--- src/rtl/seg_scan_display_if.sv ---
// seg_scan_display_if: display driver bus.
//   master: drives en, mode, data, dp_in, blink_mask, load; observes seg, dp, sel, led, frame_tick.
//   slave:  the display driver side.
interface seg_scan_display_if #(parameter int N_DIGITS = 4);
  logic                    en;
  logic [1:0]              mode;
  logic [4*N_DIGITS-1:0]   data;
  logic [N_DIGITS-1:0]     dp_in;
  logic [N_DIGITS-1:0]     blink_mask;
  logic                    load;
  logic [6:0]              seg;
  logic                    dp;
  logic [N_DIGITS-1:0]     sel;
  logic                    led;
  logic                    frame_tick;
  modport master (output en, mode, data, dp_in, blink_mask, load,
                  input seg, dp, sel, led, frame_tick);
  modport slave  (input en, mode, data, dp_in, blink_mask, load,
                  output seg, dp, sel, led, frame_tick);
endinterface

--- src/rtl/seg_scan_display.sv ---
// seg_scan_display: time-multiplexed common-cathode 7-segment driver.
//   clk, rst_n (async, active low)
//   bus.en/mode/data/dp_in/blink_mask/load in; bus.seg/dp/sel/led/frame_tick out.
//   Display contents only change at frame boundaries; outputs lag idx by one cycle.
module seg_scan_display #(
  parameter int N_DIGITS     = 4,
  parameter int CLK_DIV      = 50000,
  parameter int BLINK_FRAMES = 64
) (
  input logic              clk,
  input logic              rst_n,
  seg_scan_display_if.slave bus
);
  localparam int DW = CLK_DIV > 1 ? $clog2(CLK_DIV) : 1;
  localparam int IW = $clog2(N_DIGITS);
  localparam int FW = BLINK_FRAMES > 1 ? $clog2(BLINK_FRAMES) : 1;
  logic [DW-1:0]         div_cnt;
  logic [IW-1:0]         idx;
  logic [FW-1:0]         frame_cnt;
  logic                  blink_phase;
  logic [4*N_DIGITS-1:0] pend_data, disp_data;
  logic [N_DIGITS-1:0]   pend_dp, pend_blink, disp_dp, disp_blink;
  logic                  pend_vld;
  logic                  slot_tick, wrap;
  logic [3:0]            nib;
  logic [N_DIGITS-1:0]   lz;
  logic                  lz_blank, blink_blank;
  logic [6:0]            seg_dec;
  assign slot_tick   = div_cnt == DW'(CLK_DIV - 1);
  assign wrap        = slot_tick && idx == IW'(N_DIGITS - 1);
  assign nib         = disp_data[{idx, 2'b00} +: 4];
  assign lz_blank    = bus.mode == 2'b00 && idx != '0 && lz[idx];
  assign blink_blank = blink_phase && disp_blink[idx];
  // lz[i]: every nibble from the top digit down to digit i is zero
  always_comb begin
    lz = '0;
    lz[N_DIGITS-1] = disp_data[4*N_DIGITS-1 -: 4] == 4'd0;
    for (int i = N_DIGITS - 2; i >= 0; i--) lz[i] = lz[i+1] && disp_data[4*i +: 4] == 4'd0;
  end
  always_comb begin
    seg_dec = 7'h00;
    case (nib)
      4'h0: seg_dec = 7'h7E;
      4'h1: seg_dec = 7'h30;
      4'h2: seg_dec = 7'h6D;
      4'h3: seg_dec = 7'h79;
      4'h4: seg_dec = 7'h33;
      4'h5: seg_dec = 7'h5B;
      4'h6: seg_dec = 7'h5F;
      4'h7: seg_dec = 7'h70;
      4'h8: seg_dec = 7'h7F;
      4'h9: seg_dec = 7'h7B;
      4'hA: seg_dec = 7'h77;
      4'hB: seg_dec = 7'h1F;
      4'hC: seg_dec = 7'h4E;
      4'hD: seg_dec = 7'h3D;
      4'hE: seg_dec = 7'h4F;
      default: seg_dec = 7'h47;
    endcase
    if (nib > 4'd9 && bus.mode != 2'b11) seg_dec = bus.mode == 2'b10 ? 7'h7F : 7'h00;
  end
  always_ff @(posedge clk or negedge rst_n) begin
    if (!rst_n) begin
      div_cnt        <= '0;
      idx            <= '0;
      frame_cnt      <= '0;
      blink_phase    <= 1'b0;
      bus.frame_tick <= 1'b0;
    end else begin
      div_cnt        <= slot_tick ? '0 : div_cnt + DW'(1);
      idx            <= wrap ? '0 : slot_tick ? idx + IW'(1) : idx;
      bus.frame_tick <= wrap;
      if (bus.frame_tick) begin
        frame_cnt   <= frame_cnt == FW'(BLINK_FRAMES - 1) ? '0 : frame_cnt + FW'(1);
        blink_phase <= blink_phase ^ (frame_cnt == FW'(BLINK_FRAMES - 1));
      end
    end
  end
  // A load landing on the boundary cycle bypasses the pending stage entirely
  always_ff @(posedge clk or negedge rst_n) begin
    if (!rst_n) begin
      pend_data  <= '0;
      pend_dp    <= '0;
      pend_blink <= '0;
      pend_vld   <= 1'b0;
      disp_data  <= '0;
      disp_dp    <= '0;
      disp_blink <= '0;
    end else begin
      if (bus.load) begin
        pend_data  <= bus.data;
        pend_dp    <= bus.dp_in;
        pend_blink <= bus.blink_mask;
      end
      if (wrap) begin
        pend_vld <= 1'b0;
        if (bus.load) begin
          disp_data  <= bus.data;
          disp_dp    <= bus.dp_in;
          disp_blink <= bus.blink_mask;
        end else if (pend_vld) begin
          disp_data  <= pend_data;
          disp_dp    <= pend_dp;
          disp_blink <= pend_blink;
        end
      end else if (bus.load) begin
        pend_vld <= 1'b1;
      end
    end
  end
  always_ff @(posedge clk or negedge rst_n) begin
    if (!rst_n) begin
      bus.seg <= 7'h00;
      bus.dp  <= 1'b0;
      bus.sel <= '1;
      bus.led <= 1'b1;
    end else begin
      bus.seg <= bus.en && !blink_blank && !lz_blank ? seg_dec : 7'h00;
      bus.dp  <= bus.en && !blink_blank && disp_dp[idx];
      bus.sel <= bus.en ? ~(N_DIGITS'(1) << idx) : '1;
      bus.led <= bus.mode != 2'b11;
    end
  end
endmodule

--- src/flat_wrapper.sv ---
// flat-port wrapper written by rule: the top's interface ports become plain ports
module seg_scan_display_flat 
#(
  parameter int N_DIGITS     = 4,
  parameter int CLK_DIV      = 50000,
  parameter int BLINK_FRAMES = 64
)
  (clk, rst_n, bus_en, bus_mode, bus_data, bus_dp_in, bus_blink_mask, bus_load, bus_seg, bus_dp, bus_sel, bus_led, bus_frame_tick);
  seg_scan_display_if #(.N_DIGITS(N_DIGITS)) bus_i ();
  input logic clk;
  input logic rst_n;
  input wire logic [$bits(bus_i.en)-1:0] bus_en;
  input wire logic [$bits(bus_i.mode)-1:0] bus_mode;
  input wire logic [$bits(bus_i.data)-1:0] bus_data;
  input wire logic [$bits(bus_i.dp_in)-1:0] bus_dp_in;
  input wire logic [$bits(bus_i.blink_mask)-1:0] bus_blink_mask;
  input wire logic [$bits(bus_i.load)-1:0] bus_load;
  output wire logic [$bits(bus_i.seg)-1:0] bus_seg;
  output wire logic [$bits(bus_i.dp)-1:0] bus_dp;
  output wire logic [$bits(bus_i.sel)-1:0] bus_sel;
  output wire logic [$bits(bus_i.led)-1:0] bus_led;
  output wire logic [$bits(bus_i.frame_tick)-1:0] bus_frame_tick;
  assign bus_i.en = bus_en;
  assign bus_i.mode = bus_mode;
  assign bus_i.data = bus_data;
  assign bus_i.dp_in = bus_dp_in;
  assign bus_i.blink_mask = bus_blink_mask;
  assign bus_i.load = bus_load;
  assign bus_seg = bus_i.seg;
  assign bus_dp = bus_i.dp;
  assign bus_sel = bus_i.sel;
  assign bus_led = bus_i.led;
  assign bus_frame_tick = bus_i.frame_tick;
  seg_scan_display #(.N_DIGITS(N_DIGITS), .CLK_DIV(CLK_DIV), .BLINK_FRAMES(BLINK_FRAMES)) u_core (.clk(clk), .rst_n(rst_n), .bus(bus_i));
endmodule
--- config.mk ---
export PLATFORM = sky130hd
export DESIGN_NAME = seg_scan_display_flat
export DESIGN_NICKNAME = d
export VERILOG_FILES = /design/src/rtl/seg_scan_display_if.sv /design/src/rtl/seg_scan_display.sv /design/src/flat_wrapper.sv
export SDC_FILE = /design/constraint.sdc
export NUM_CORES = 1
export LEC_CHECK = 0
export CAP_MARGIN = 20
export CORE_ASPECT_RATIO = 1.4
export CORE_UTILIZATION = 56
export DETAILED_ROUTE_END_ITERATION = 16
export HOLD_SLACK_MARGIN = 0.08
export PLACE_DENSITY = 0.76
export SLEW_MARGIN = 10
export SYNTH_ARGS = -nofsm -noshare
export SYNTH_HDL_FRONTEND = slang
export SYNTH_SLANG_ARGS = --single-unit
export TNS_END_PERCENT = 50
--- constraint.sdc ---
create_clock -name clk -period 2.6 [get_ports clk]
set_clock_uncertainty 0.2 [all_clocks]
set_input_delay 0.78 -clock clk [delete_from_list [all_inputs] [get_ports clk]]
set_output_delay 0.78 -clock clk [all_outputs]
set_load 0.01 [all_outputs]
# After elaboration in Yosys (flattened, before gate mapping)
# Memory sizes are Yosys's and may differ from the RTL's.
# Index checks and enable logic that the tools add are counted.
# word_totals
regBits,88
latchBits,0
ram_bits,0
romBits,112
in_bits,30
output_inout_bits,14
memories,1
# mem_list
name,words,width,read_ports,rd_ports_with_merged_regs,write_ports,line,rtl
(name not given),16,7,1,0,0,seg_scan_display.sv:42,case (nib)
# classes
addsub,3
mul,0
n_div,0
order_cmp,2
n_eq_ne,5
n_shift,2
n_mux,22
bitwise,2
n_reduce_logical,23
# op_table
op,n
two-way mux 16 bit,3
two-way mux 7 bit,3
two-way mux 4 bit,5
"adder 16 x 1 -> 16 bit, second input constant",1
"equality test 16 bit, second input constant",1
zero test 4 bit,4
variable part select 16 x 5 -> 4 bit,1
logical AND 1 bit,11
nonzero test 2 bit,4
"adder 6 x 1 -> 6 bit, second input constant",1
binary-select mux 1 bit (select 2 bit),3
"equality test 6 bit, second input constant",1
two-way mux 6 bit,1
two-way mux 1 bit,5
"equality test 2 bit, second input constant",2
"greater-than comparator 4 bit, second input constant",1
two-way mux 2 bit,2
NOT 4 bit,1
"<< shifter 1 x 2 -> 4 bit, first input constant",1
"< comparator 2 x 3 -> 1 bit, second input constant",1
"adder 2 x 1 -> 2 bit, second input constant",1
zero test 1 bit,2
zero test 2 bit,1
"inequality test 2 bit, second input constant",1
2 further kinds,2

# Logic depth before layout (Yosys ltp)
# Gate-level depths: netlist (run 1).
# logic_depth
ltp_word,10
depth_mapped,9
ltp_nobuf,8

# Worst setup path before layout (run 1)
# No wires, ideal clock.
# synth_timing
kind,flip-flop to flip-flop
from,register u_core.idx[0]
to,register u_core.bus.seg[0]
setup_ns,0.104
arrival_time_ns,1.993
slack_ns,0.303
stages_incl_launch_ff,9
path_buffers,1
synth_period_minus_slack_ns,2.297
cell_sequence,dfrtp_1 -> buf_4 -> mux4_2 -> inv_1 -> ha_1 -> nor2_1 -> o21ai_1 -> o211ai_2 -> a221oi_1
# synth_between
elab_chain_cells,7
elab_cells_between_ends,18
classes_between,order compare (1); shift (1); mux (6); reduce/logical (9); memory (1)
# synth_rtl
element,line,rtl
start: declaration,seg_scan_display.sv:18,logic [IW-1:0] idx;
start signal: assignment,seg_scan_display.sv:71,idx <= wrap ? '0 : slot_tick ? idx + IW'(1) : idx;
"parallel branches: the longest is 6 deep, another holds memory read (16 x 7 bit)",-,
two-way mux 7 bit *,seg_scan_display.sv:118,bus.seg <= bus.en && !blink_blank && !lz_blank ? seg_dec : 7'h00;
end signal: assignment,seg_scan_display.sv:118,
end: declaration,seg_scan_display_if.sv:19,"output seg, dp, sel, led, frame_tick);"
# Every way passes the cells marked *. The select of a mux whose other input is x is not followed.
# A chain may end at the register's enable or synchronous reset.

# Final worst setup path (run 1)
# layout_timing
from,register u_core.bus.frame_tick
to,output port bus_frame_tick
# layout_lines
element,line,rtl
start: declaration,seg_scan_display_if.sv:19,
start signal: assignment,seg_scan_display.sv:72,bus.frame_tick <= wrap;
end: declaration,flat_wrapper.sv:22,output wire logic [$bits(bus_i.frame_tick)-1:0] bus_frame_tick;
# No word-level cell between the ends.

==> results of run 1 <==
-- timing repair --
| item | in CTS | in global routing |
|---|---|---|
| hold buffers | 0 | 0 |
| endpoints found under the setup margin | 0 | 1 |
| gates resized for setup | 0 | 2 |
-- final timing paths --
| path | to | slack, ps | depth (start not counted) |
|---|---|---|---|
| worst max-delay path | bus_frame_tick | 160 | 1 |
| worst min-delay path | u_core.frame_cnt[2]$_DFFE_PN0P_ | 190 | 1 |
| min in group clk | u_core.div_cnt[0]$_DFF_PN0_ | 260 | 1 |
| max in group asynchronous | u_core.disp_data[15]$_DFFE_PN0P_ | 1430 | 2 |
| worst min register to register | u_core.div_cnt[0]$_DFF_PN0_ | 260 | 1 |
| worst max register to register | u_core.bus.seg[0]$_DFF_PN0_ | 210 | 7 |
-- layout make-up --
cell class,count,area share (%)
flip-flops and latches,88,44.99
repair buffers,53,11.01
clock inverters,3,0.8667
inverters,5,0.3824
well taps,95,2.422
clock buffers,13,3.237
multi-input cells,208,37.09
-- sequential cells by signal (all words and copies together), names as in the netlist, 4 cells and up --
name	flops
u_core.disp_data	16
u_core.div_cnt	16
u_core.pend_data	16
u_core.bus.seg	7
u_core.frame_cnt	6
u_core.bus.sel	4
u_core.disp_blink	4
u_core.disp_dp	4
u_core.pend_blink	4
u_core.pend_dp	4
-- routing by layer --
layer | vias to the layer above | part of all wire, % | GRT usage (%)
met4 | 0 | 2.7 | 11.46
met1 | 1302 | 41 | 27.77
met3 | 15 | 3.2 | 4.183
met2 | 47 | 53 | 35.97
li1 | 1207 | - | -
met5 | - | 0 | 0
-- synth_stat cells, types with 2 or more instances --
cell	instances	area, um2
buf_12	2	40.04
nor2_1	20	75.07
mux2_4	20	300.3
mux4_2	7	157.7
nor4bb_1	2	20.02
o31ai_1	2	15.01
nand2_1	23	86.33
mux2i_1	3	30.03
and2_1	4	25.02
nor4_1	5	31.28
or3_1	2	12.51
o21ai_0	9	45.04
clkbuf_1	2	7.510
a21oi_1	10	50.05
and3_1	3	18.77
dfstp_2	5	131.4
xnor2_1	13	113.9
buf_6	4	45.04
ha_1	12	150.1
mux2_2	30	337.8
nand4_1	5	31.28
nand3_1	4	20.02
o21ai_1	2	10.01
dfrtp_1	83	2077
nand2b_1	2	12.51
xor2_1	8	70.07
inv_1	5	18.77
nor3_1	3	15.01
a221oi_1	2	17.52
buf_2	3	15.01
-- kinds of logic after synthesis --
kind of cell    after synthesis  synth area share [%]
compound gates               34                 5.280
xor+xnor                     21                 4.434
fa+ha+maj                    12                 3.620
buf+inv                      17                 3.228
flops                        88                 53.24
mux                          60                 19.91
simple gates                 81                 10.29
-- power groups by stage --
| stage | Clock [W] | Combinational (W) | Sequential (W) |
|---|---|---|---|
| 4_1_cts | 0.000982 | 0.000172 | 0.00142 |
| 6_report | 0.000959 | 0.000170 | 0.00142 |
| 3_5_place_dp | 0 | 0.000172 | 0.00145 |
| 3_3_place_gp | 0 | 0.000168 | 0.00145 |
| 2_1_floorplan | 0 | 0.0000649 | 0.00145 |
| 5_1_grt | 0.00104 | 0.000187 | 0.00143 |
-- metrics by stage --
| stage | instance area, um2 | hold slack (ps) | std cells | setup slack (ps) |
|---|---|---|---|---|
| after floorplan | 4148 | 220.9 | 313 | 303.4 |
| after global placement | 4692 | 239.4 | 449 | 125.4 |
| after detailed placement | 4692 | 246.1 | 449 | 106.7 |
| after CTS | 4893 | 187.2 | 465 | 156.4 |
| after global routing | 4908 | 213.7 | 465 | 54.43 |
| final | 4908 | 185.1 | 465 | 164.2 |
==> impl_results.md, run 1 <==
- Outcome: completed
- Sequential power share: 55.8%
- Post-CTS setup buffers: 0
- Clk_lat worst skew: 360 ps
- Cell Chain, Critical Path: clkdlybuf4s50_1
- Worst Path Buf+Inv: 1
- Overall Power: approximately 0.0026 W
- Crit path DAT: 1460 ps
- # Max-Cap Violations: 0
- Net Count, Synth: 355
- Hpwl dp: 5516 um
- RSZ-0062 raised after global routing: no
- Routed Antenna Nets: 0
- Clock Path Buffers: 2
- Setup crit start kind: flip-flop
- Asr flop ratio synth: 100.0%
- Share of cells above drive strength 1: 25.95%
- First-pass detailed-route iteration total: 4
- CTS tree: built
- Residual DRC: 0
- HP Class: input port to async pin
- Fill count: 494
- P_leak: roughly 2.2 nW
- Register area: approximately 2200 um2
- Worst slew margin: 66.97%
- Number of global-route vias before repair: 2665
- Net Sw Power: around 0.00055 W
- Max Freq: 410.6 MHz
- GP Congestion: 0.8180
- Sequential fraction of the synthesis area: ~53%
- Internal cell power: 0.002002 W
- Share of total power in combinational logic: roughly 6.6%
- H-tree levels: 3
- CTS Buf Count: 9
- Maximum vdd drop: 0.0003299 V
- Area grow syn2layout: 18.34%
- Die Wd: 74.74 um
- Area occupied by multi-input gates: between 1500 and 2000 um2
- Reg clk slew, reported paths: 90 ps
- Routed wire length: 7566 um
- Sink Count: 88
- Pin count of the biggest net entering global routing: 39
- Initial Util: 58.65%
- Number of synthesized register bits: 88
- Most frequent cells in the layout: dfrtp_1, clkdlybuf4s50_1, mux2_2
- Slowest stage delay, CP: 590 ps
- Antenna cell count: 0
- Kind of critical path: flip-flop to primary output
- # port buffers: 43
- Distinct cells, synth: between 40 and 50
- GRT Resource Usage Total: 22.26%
- Grt total ovfl: 0
- CTS root buf: clkbuf_8
- Crit path max-delay cell type: clkdlybuf4s50_1
- Initial antenna violation count: 0
- Core ar.: 7072 um2
- Crit Path Max Fanout: 7
- Slew @ Worst Pin: 495.5 ps
- Mean post-synth cell area: 13.25 um2
- CP top delay family: buffers and inverters
- Critical path capture point type: primary output
- Post-Syn Instances: 313
- CP Launch Point: u_core.bus.frame_tick$_DFF_PN0_
- Die footprint: approximately 7800 um2
- # setup viols final: 0
- Final Cycle Share: 93.68%
- DR iter-0 viols: 187
- I/O pin count: 44
- Final Hold Vio Count: 0
- Netlist Area Pre-Place: 4148 um2
- Fin nets: 407
- FF-to-FF Start: u_core.idx[0]$_DFFE_PN0P_
- Sw Ratio: between 20% and 30%
- First-pass GRT wire length: 12780 um
- Synth warn: 0
- CP Data Required Time: roughly 1600 ps
- Avg WL per Cell: 16.27 um
- Final slew viol count: 0
- Main synth FF type: dfrtp_1
- Die Y: 103.8 um
- Core Util, Final: 69.41%
- EDFF count, synth: 0
- Most common library cell in the layout ignoring fill and taps: dfrtp_1
- P per Cell Area: 519.9 nW/um2
- Std cell rows: 36
- Min Tclk post-route: between 2000 and 2500 ps
- Via Count: 2571
- Clk pwr share: 37.6%
- Vias per std cell: 5.529
- Setup TNS: 0 ps
Note: power is estimated with default switching activity, not from simulation.
==> run 2, diff against run 1 <==
--- a/config.mk
+++ b/config.mk
@@ -5,7 +5,7 @@
 export SDC_FILE = /design/constraint.sdc
 export NUM_CORES = 1
 export LEC_CHECK = 0
-export CAP_MARGIN = 20
+export CAP_MARGIN = 5
 export CORE_ASPECT_RATIO = 1.4
 export CORE_UTILIZATION = 56
 export DETAILED_ROUTE_END_ITERATION = 16
==> results of run 2 <==
Same layout as run 1: the final DEF is identical, and so are final timing and power.
==> patch 1: new RTL, config.mk and constraints of run 2 <==
`N_DIGITS` is set to 4 in 3 places; all go to 8.
--- a/src/rtl/seg_scan_display_if.sv
+++ b/src/rtl/seg_scan_display_if.sv
@@ -1,7 +1,7 @@
 // seg_scan_display_if: display driver bus.
 //   master: drives en, mode, data, dp_in, blink_mask, load; observes seg, dp, sel, led, frame_tick.
 //   slave:  the display driver side.
-interface seg_scan_display_if #(parameter int N_DIGITS = 4);
+interface seg_scan_display_if #(parameter int N_DIGITS = 8);
   logic                    en;
   logic [1:0]              mode;
   logic [4*N_DIGITS-1:0]   data;
--- a/src/rtl/seg_scan_display.sv
+++ b/src/rtl/seg_scan_display.sv
@@ -3,7 +3,7 @@
 //   bus.en/mode/data/dp_in/blink_mask/load in; bus.seg/dp/sel/led/frame_tick out.
 //   Display contents only change at frame boundaries; outputs lag idx by one cycle.
 module seg_scan_display #(
-  parameter int N_DIGITS     = 4,
+  parameter int N_DIGITS     = 8,
   parameter int CLK_DIV      = 50000,
   parameter int BLINK_FRAMES = 64
 ) (
--- a/src/flat_wrapper.sv
+++ b/src/flat_wrapper.sv
@@ -1,7 +1,7 @@
 // flat-port wrapper written by rule: the top's interface ports become plain ports
 module seg_scan_display_flat 
 #(
-  parameter int N_DIGITS     = 4,
+  parameter int N_DIGITS     = 8,
   parameter int CLK_DIV      = 50000,
   parameter int BLINK_FRAMES = 64
 )
Interface: changed (resized bus_blink_mask, bus_data, bus_dp_in and bus_sel); port bits go from 44 to 72. The function was not compared with the original's and may differ.
==> patch 1 against run 2 <==
Worst setup slack lost 0.13 ns. Cell area grew 62%. Total power grew 97%. Routed wire length grew 64%. Area after synthesis grew 49%. Sequential power grew 62%. Sequential cell count grew 53. Critical path depth grew 8. Hold slack gained 0.071 ns. Critical path type is now flop to flop.
==> patch 1: results (changes against run 2) <==
\begin{tabular}{lr}
\hline
Metric & Value \\
\hline
\multicolumn{2}{l}{\textbf{Synth}} \\
\quad Most common library cells after synthesis & 132 x dfrtp\_1, 77 x mux2\_2, 25 x nand2\_1, 20 x mux2\_1, 17 x nor2\_1 (was 83 x dfrtp\_1, 30 x mux2\_2, 23 x nand2\_1, 20 x mux2\_4, 20 x nor2\_1) \\
\quad Top post-synthesis cells by area & dfrtp\_1 54\%, mux2\_2 14\%, mux4\_2 4.0\% (was dfrtp\_1 50\%, mux2\_2 8.1\%, mux2\_4 7.2\%) \\
\quad Syn avg cell area & 13.9 sq um (was 13.3 sq um) \\
\quad Sequential-to-total area share from yosys stat & 0.574 (was 0.532) \\
\multicolumn{2}{l}{\textbf{Place}} \\
\quad Count of buffers from port buffering & 71 (was 43) \\
\quad Inst Count DP & 657 (was 449) \\
\quad RePlAce Congestion & 0.856 (was 0.818) \\
\quad Placement Cell Area & 7180 sq um (was 4690 sq um) \\
\multicolumn{2}{l}{\textbf{Critical path}} \\
\quad Kind of cell with the highest combined delay on the critical path & multiplexers (was buffers and inverters) \\
\quad Data arrival time at the worst-slack endpoint & 2.63 ns (was 1.46 ns) \\
\quad Cell type of the slowest stage on the worst timing path & mux4\_2 (was clkdlybuf4s50\_1) \\
\quad Critical path's largest stage delay & 0.53 ns (was 0.59 ns) \\
\multicolumn{2}{l}{\textbf{Cells and area}} \\
\quad Layout cell share with drive strength beyond 1 & 0.317 (was 0.259) \\
\quad Final-stage net count & 615 (was 407) \\
\quad Number of fill cells in the layout & 687 (was 494) \\
\quad Registers with the most flip-flops & u\_core.disp\_data x32, u\_core.pend\_data x32, u\_core.div\_cnt x16 (was u\_core.disp\_data x16, u\_core.div\_cnt x16, u\_core.pend\_data x16) \\
\multicolumn{2}{l}{\textbf{Outcome}} \\
\quad Run status & finished clean (unchanged) \\
\multicolumn{2}{l}{\textbf{Route}} \\
\quad Aggregate routed wire length & 12,400 um (was 7570 um) \\
\quad DR vias & 3,932 (was 2,571) \\
\quad Number of violations reported at the end of detailed-routing iteration 0 & 181 (was 187) \\
\quad Detail-routed net length per standard cell & 17.7 um (was 16.3 um) \\
\multicolumn{2}{l}{\textbf{GRT}} \\
\quad Number of global-route vias before repair & 4,143 (was 2,665) \\
\quad Pin count of the biggest net entering global routing & 47 (was 39) \\
\quad Total global routing track utilization & 0.233 (was 0.223) \\
\multicolumn{2}{l}{\textbf{STA}} \\
\quad Worst slew margin relative to its limit & 0.646 (was 0.670) \\
\multicolumn{2}{l}{\textbf{Clock tree}} \\
\quad CTS clock-pin slew for the worst setup and hold paths & 0.06 ns (was 0.09 ns) \\
\quad Num CTS Buffers & 17 (was 9) \\
\multicolumn{2}{l}{\textbf{Power and ir drop}} \\
\quad Leakage dissipation & 3.59 nW (was 2.19 nW) \\
\hline
\end{tabular}
-- patch 1: report_power, final --
group	internal, mW	total, mW	switching (mW)
clock network	1.55	2.43	0.879
registers	2.28	2.30	0.0200
logic	0.167	0.294	0.127
total	3.99	5.02	1.03
-- patch 1: worst paths after layout --
| check | startpoint | endpoint | slack (ns) | cells past startpoint |
|---|---|---|---|---|
| min | u_core.div_cnt[0] | u_core.div_cnt[0] | 0.26 | 1 |
| max | u_core.idx[0] | u_core.bus.seg[1] | 0.03 | 9 |
| min in group asynchronous | rst_n | u_core.frame_cnt[2] | 0.64 | 2 |
| max in group asynchronous | rst_n | u_core.bus.led | 0.94 | 3 |
| max reg2reg | u_core.idx[0] | u_core.bus.seg[1] | 0.03 | 9 |
| min reg2reg | u_core.div_cnt[0] | u_core.div_cnt[0] | 0.26 | 1 |
-- patch 1: through the flow --
stage                     TNS, ns   util  power (mW)
after floorplan                 0      -        2.44
after global placement     -0.471  0.668        2.62
after detailed placement    -1.17  0.668        2.63
after CTS                       0  0.726        5.07
after global routing       -0.188  0.741        5.18
final                           0  0.741        5.02
-- patch 1: metal layers --
metal	up-vias	routed length, um	GRT usage
met5	-	0	0
met3	23	498	0.0537
met2	100	6620	0.404
li1	1811	-	-
met1	1998	5010	0.281
met4	0	273	0.0930
-- patch 1: layout make-up --
| type | instances | area share |
|---|---|---|
| Clock inverter | 11 | 0.0179 |
| Tap cell | 141 | 0.0221 |
| Sequential cell | 141 | 0.444 |
| Timing Repair Buffer | 102 | 0.129 |
| Clock buffer | 20 | 0.0573 |
| Inverter | 8 | 0.00377 |
| Multi-Input combinational cell | 277 | 0.326 |
-- patch 1: kinds of logic (layout without fill, tap and decap cells) --
logic type | Yosys count | count (layout) | synth area share
and+or+nand+nor | 90 | 90 | 0.0782
muxes | 118 | 119 | 0.234
buffers and inverters | 25 | 141 | 0.0231
DFF | 141 | 141 | 0.574
AOI/OAI and AO/OA | 38 | 38 | 0.0396
adders and majority gates | 14 | 14 | 0.0284
xor gates and xnor gates | 16 | 16 | 0.0227
-- patch 1: timing repair --
| item | 4_1_cts | 5_1_grt |
|---|---|---|
| buffers inserted | 0 | 9 |
| setup endpoints to repair | 4 | 21 |
| hold buffers | 1 | 0 |
| pin swaps | 2 | 2 |
| hold endpoints to repair | 16 | 0 |
| cloned | 0 | 2 |
| resized for setup | 3 | 9 |
==> patch 2: new RTL, config.mk and constraints of run 2 <==
Made on the original files. Reset style: synchronous (`rst_n`), changed in 3 clocked blocks. Comments in the files are not updated.
--- a/src/rtl/seg_scan_display.sv
+++ b/src/rtl/seg_scan_display.sv
@@ -59,7 +59,7 @@
     endcase
     if (nib > 4'd9 && bus.mode != 2'b11) seg_dec = bus.mode == 2'b10 ? 7'h7F : 7'h00;
   end
-  always_ff @(posedge clk or negedge rst_n) begin
+  always_ff @(posedge clk) begin
     if (!rst_n) begin
       div_cnt        <= '0;
       idx            <= '0;
@@ -77,7 +77,7 @@
     end
   end
   // A load landing on the boundary cycle bypasses the pending stage entirely
-  always_ff @(posedge clk or negedge rst_n) begin
+  always_ff @(posedge clk) begin
     if (!rst_n) begin
       pend_data  <= '0;
       pend_dp    <= '0;
@@ -108,7 +108,7 @@
       end
     end
   end
-  always_ff @(posedge clk or negedge rst_n) begin
+  always_ff @(posedge clk) begin
     if (!rst_n) begin
       bus.seg <= 7'h00;
       bus.dp  <= 1'b0;
Function: differs if rst_n is asserted again (counterexample within 4 cycles, from zero or initial values and one cycle with rst_n low); with rst_n held inactive, the same outputs for 10 cycles.
==> patch 2 against run 2 <==
The run now ends with design-rule violations left. Worst setup slack better by 0.029 ns. Routed wire length fell by 11%. First-iteration DRC count fell by 36%. Total power is 2.0% lower. Global-route usage fell by 0.65 points. Sequential cell count is the same. Area after synthesis down 11%. Cell area is 10% lower.
==> patch 2: results (changes against run 2) <==
\begin{tabular}{lr}
\hline
Metric & Value \\
\hline
\multicolumn{2}{l}{\textbf{Outcome}} \\
\quad Run status & finished, violations left (was finished clean) \\
\quad Failing checks & design-rule violations \\
\multicolumn{2}{l}{\textbf{Critical path}} \\
\quad Reg-to-reg startpoint & u\_core.idx[0] (unchanged) \\
\quad Setup slack on the worst flop-to-flop path & 0.19 ns (was 0.21 ns) \\
\quad Logic depth of the worst register-to-register path & 8 (was 7) \\
\quad Critical register-to-register path endpoint & u\_core.bus.seg[6] (was u\_core.bus.seg[0]) \\
\quad Kind of cell with the highest combined delay on the critical path & compound AO/OA/AOI/OAI gates (was buffers and inverters) \\
\quad Cell type of the slowest stage on the worst timing path & mux4\_2 (was clkdlybuf4s50\_1) \\
\quad Data arrival time at the worst-slack endpoint & 2.49 ns (was 1.46 ns) \\
\multicolumn{2}{l}{\textbf{Cells and area}} \\
\quad Layout cell share with drive strength beyond 1 & 0.0909 (was 0.259) \\
\quad Final-stage net count & 467 (was 407) \\
\multicolumn{2}{l}{\textbf{Min path}} \\
\quad Worst hold-check path type & flop to flop (was primary input to asynchronous set/reset pin) \\
\multicolumn{2}{l}{\textbf{Power and ir drop}} \\
\quad Worst VDD drop & 0.463 mV (was 0.330 mV) \\
\quad Leakage dissipation & 1.66 nW (was 2.19 nW) \\
\multicolumn{2}{l}{\textbf{GRT}} \\
\quad First-pass GRT wire length & 11,800 um (was 12,800 um) \\
\quad Total global routing track utilization & 0.216 (was 0.223) \\
\quad Number of global-route vias before repair & 2,612 (was 2,665) \\
\quad Pin count of the biggest net entering global routing & 49 (was 39) \\
\multicolumn{2}{l}{\textbf{Synth}} \\
\quad Top post-synthesis cells by area & dfxtp\_1 48\%, nor2\_1 8.4\%, mux2i\_1 6.8\% (was dfrtp\_1 50\%, mux2\_2 8.1\%, mux2\_4 7.2\%) \\
\quad Synth Net Count & 423 (was 355) \\
\quad FFs w/ async S/R, synth & 0 (was 1.00) \\
\quad Number of distinct library cells after synthesis & 42 (was 48) \\
\quad Most common library cells after synthesis & 88 x dfxtp\_1, 83 x nor2\_1, 25 x mux2i\_1, 24 x a211oi\_1, 15 x nand3\_1 (was 83 x dfrtp\_1, 30 x mux2\_2, 23 x nand2\_1, 20 x mux2\_4, 20 x nor2\_1) \\
\multicolumn{2}{l}{\textbf{Place}} \\
\quad RePlAce Congestion & 0.813 (was 0.818) \\
\multicolumn{2}{l}{\textbf{Route}} \\
\quad Number of violations reported at the end of detailed-routing iteration 0 & 119 (was 187) \\
\quad Remaining design rule violation count & 4 (was 0) \\
\quad Count of TritonRoute iterations in the first routing pass & 10 (was 4) \\
\hline
\end{tabular}
## patch 2: report_power, final
part           total (mW)  switching (mW)  internal (mW)
sequential           1.39          0.0115           1.38
clock               0.950           0.476          0.473
combinational       0.159          0.0724         0.0863
total                2.50           0.560           1.94
## patch 2: worst max-delay path by stage
stage	cells past startpoint	to	startpoint	slack [ns]
CTS	8	u_core.bus.seg[6]	u_core.idx[0]	0.09
detailed placement	8	u_core.bus.seg[6]	u_core.idx[0]	0.11
finish	8	u_core.bus.seg[6]	u_core.idx[0]	0.19
global placement	8	u_core.bus.seg[6]	u_core.idx[0]	0.25
global route	8	u_core.bus.seg[6]	u_core.idx[0]	0.08
floorplan	9	u_core.bus.seg[6]	u_core.idx[0]	0.19
## patch 2: area by class of cell
type / count / area share
Inverter: 9 / 0.00765
Multi-Input combinational cell: 264 / 0.408
Timing Repair Buffer: 52 / 0.118
Clock inverter: 6 / 0.0153
Sequential cell: 88 / 0.399
Tap cell: 72 / 0.0204
Clock buffer: 10 / 0.0312
## patch 2: metrics by stage
stage	instances	hold slack (ns)	cell area, sq um	worst slack, ns	utilization
after detailed placement	485	0.263	4210	0.108	0.669
after floorplan	380	0.230	3690	0.195	-
final	501	0.275	4420	0.193	0.702
after global routing	501	0.312	4420	0.0782	0.702
after CTS	501	0.285	4420	0.0917	0.702
after global placement	485	0.248	4210	0.248	0.669
## patch 2: cells by family after synthesis
family          share of synthesized area
flops                               0.477
buf+inv                            0.0352
compound gates                     0.0992
fa+ha+maj                          0.0440
mux                                 0.112
xor+xnor                           0.0569
simple gates                        0.175
## patch 2: repair_timing
action                                  in CTS  in global routing
setup buffers                                0                  0
endpoints found under the setup margin       0                  3
resized for setup                            0                  2
## patch 2: routing by layer
metal  track usage  up-vias  wire (um)
li1              -     1424          -
met1         0.259     1232       2960
met2         0.367       58       3340
met3        0.0464       15        237
met4         0.105        0        175
met5             0        -          0
## patch 2: worst register-to-register path: stages, from the launching register on
cell	delay (ns)
dfxtp_2	0.38
mux4_2	0.56
inv_1	0.16
ha_1	0.24
nor2_1	0.09
o21ai_0	0.21
a21boi_1	0.11
a221o_1	0.27
a21oi_1	0.13
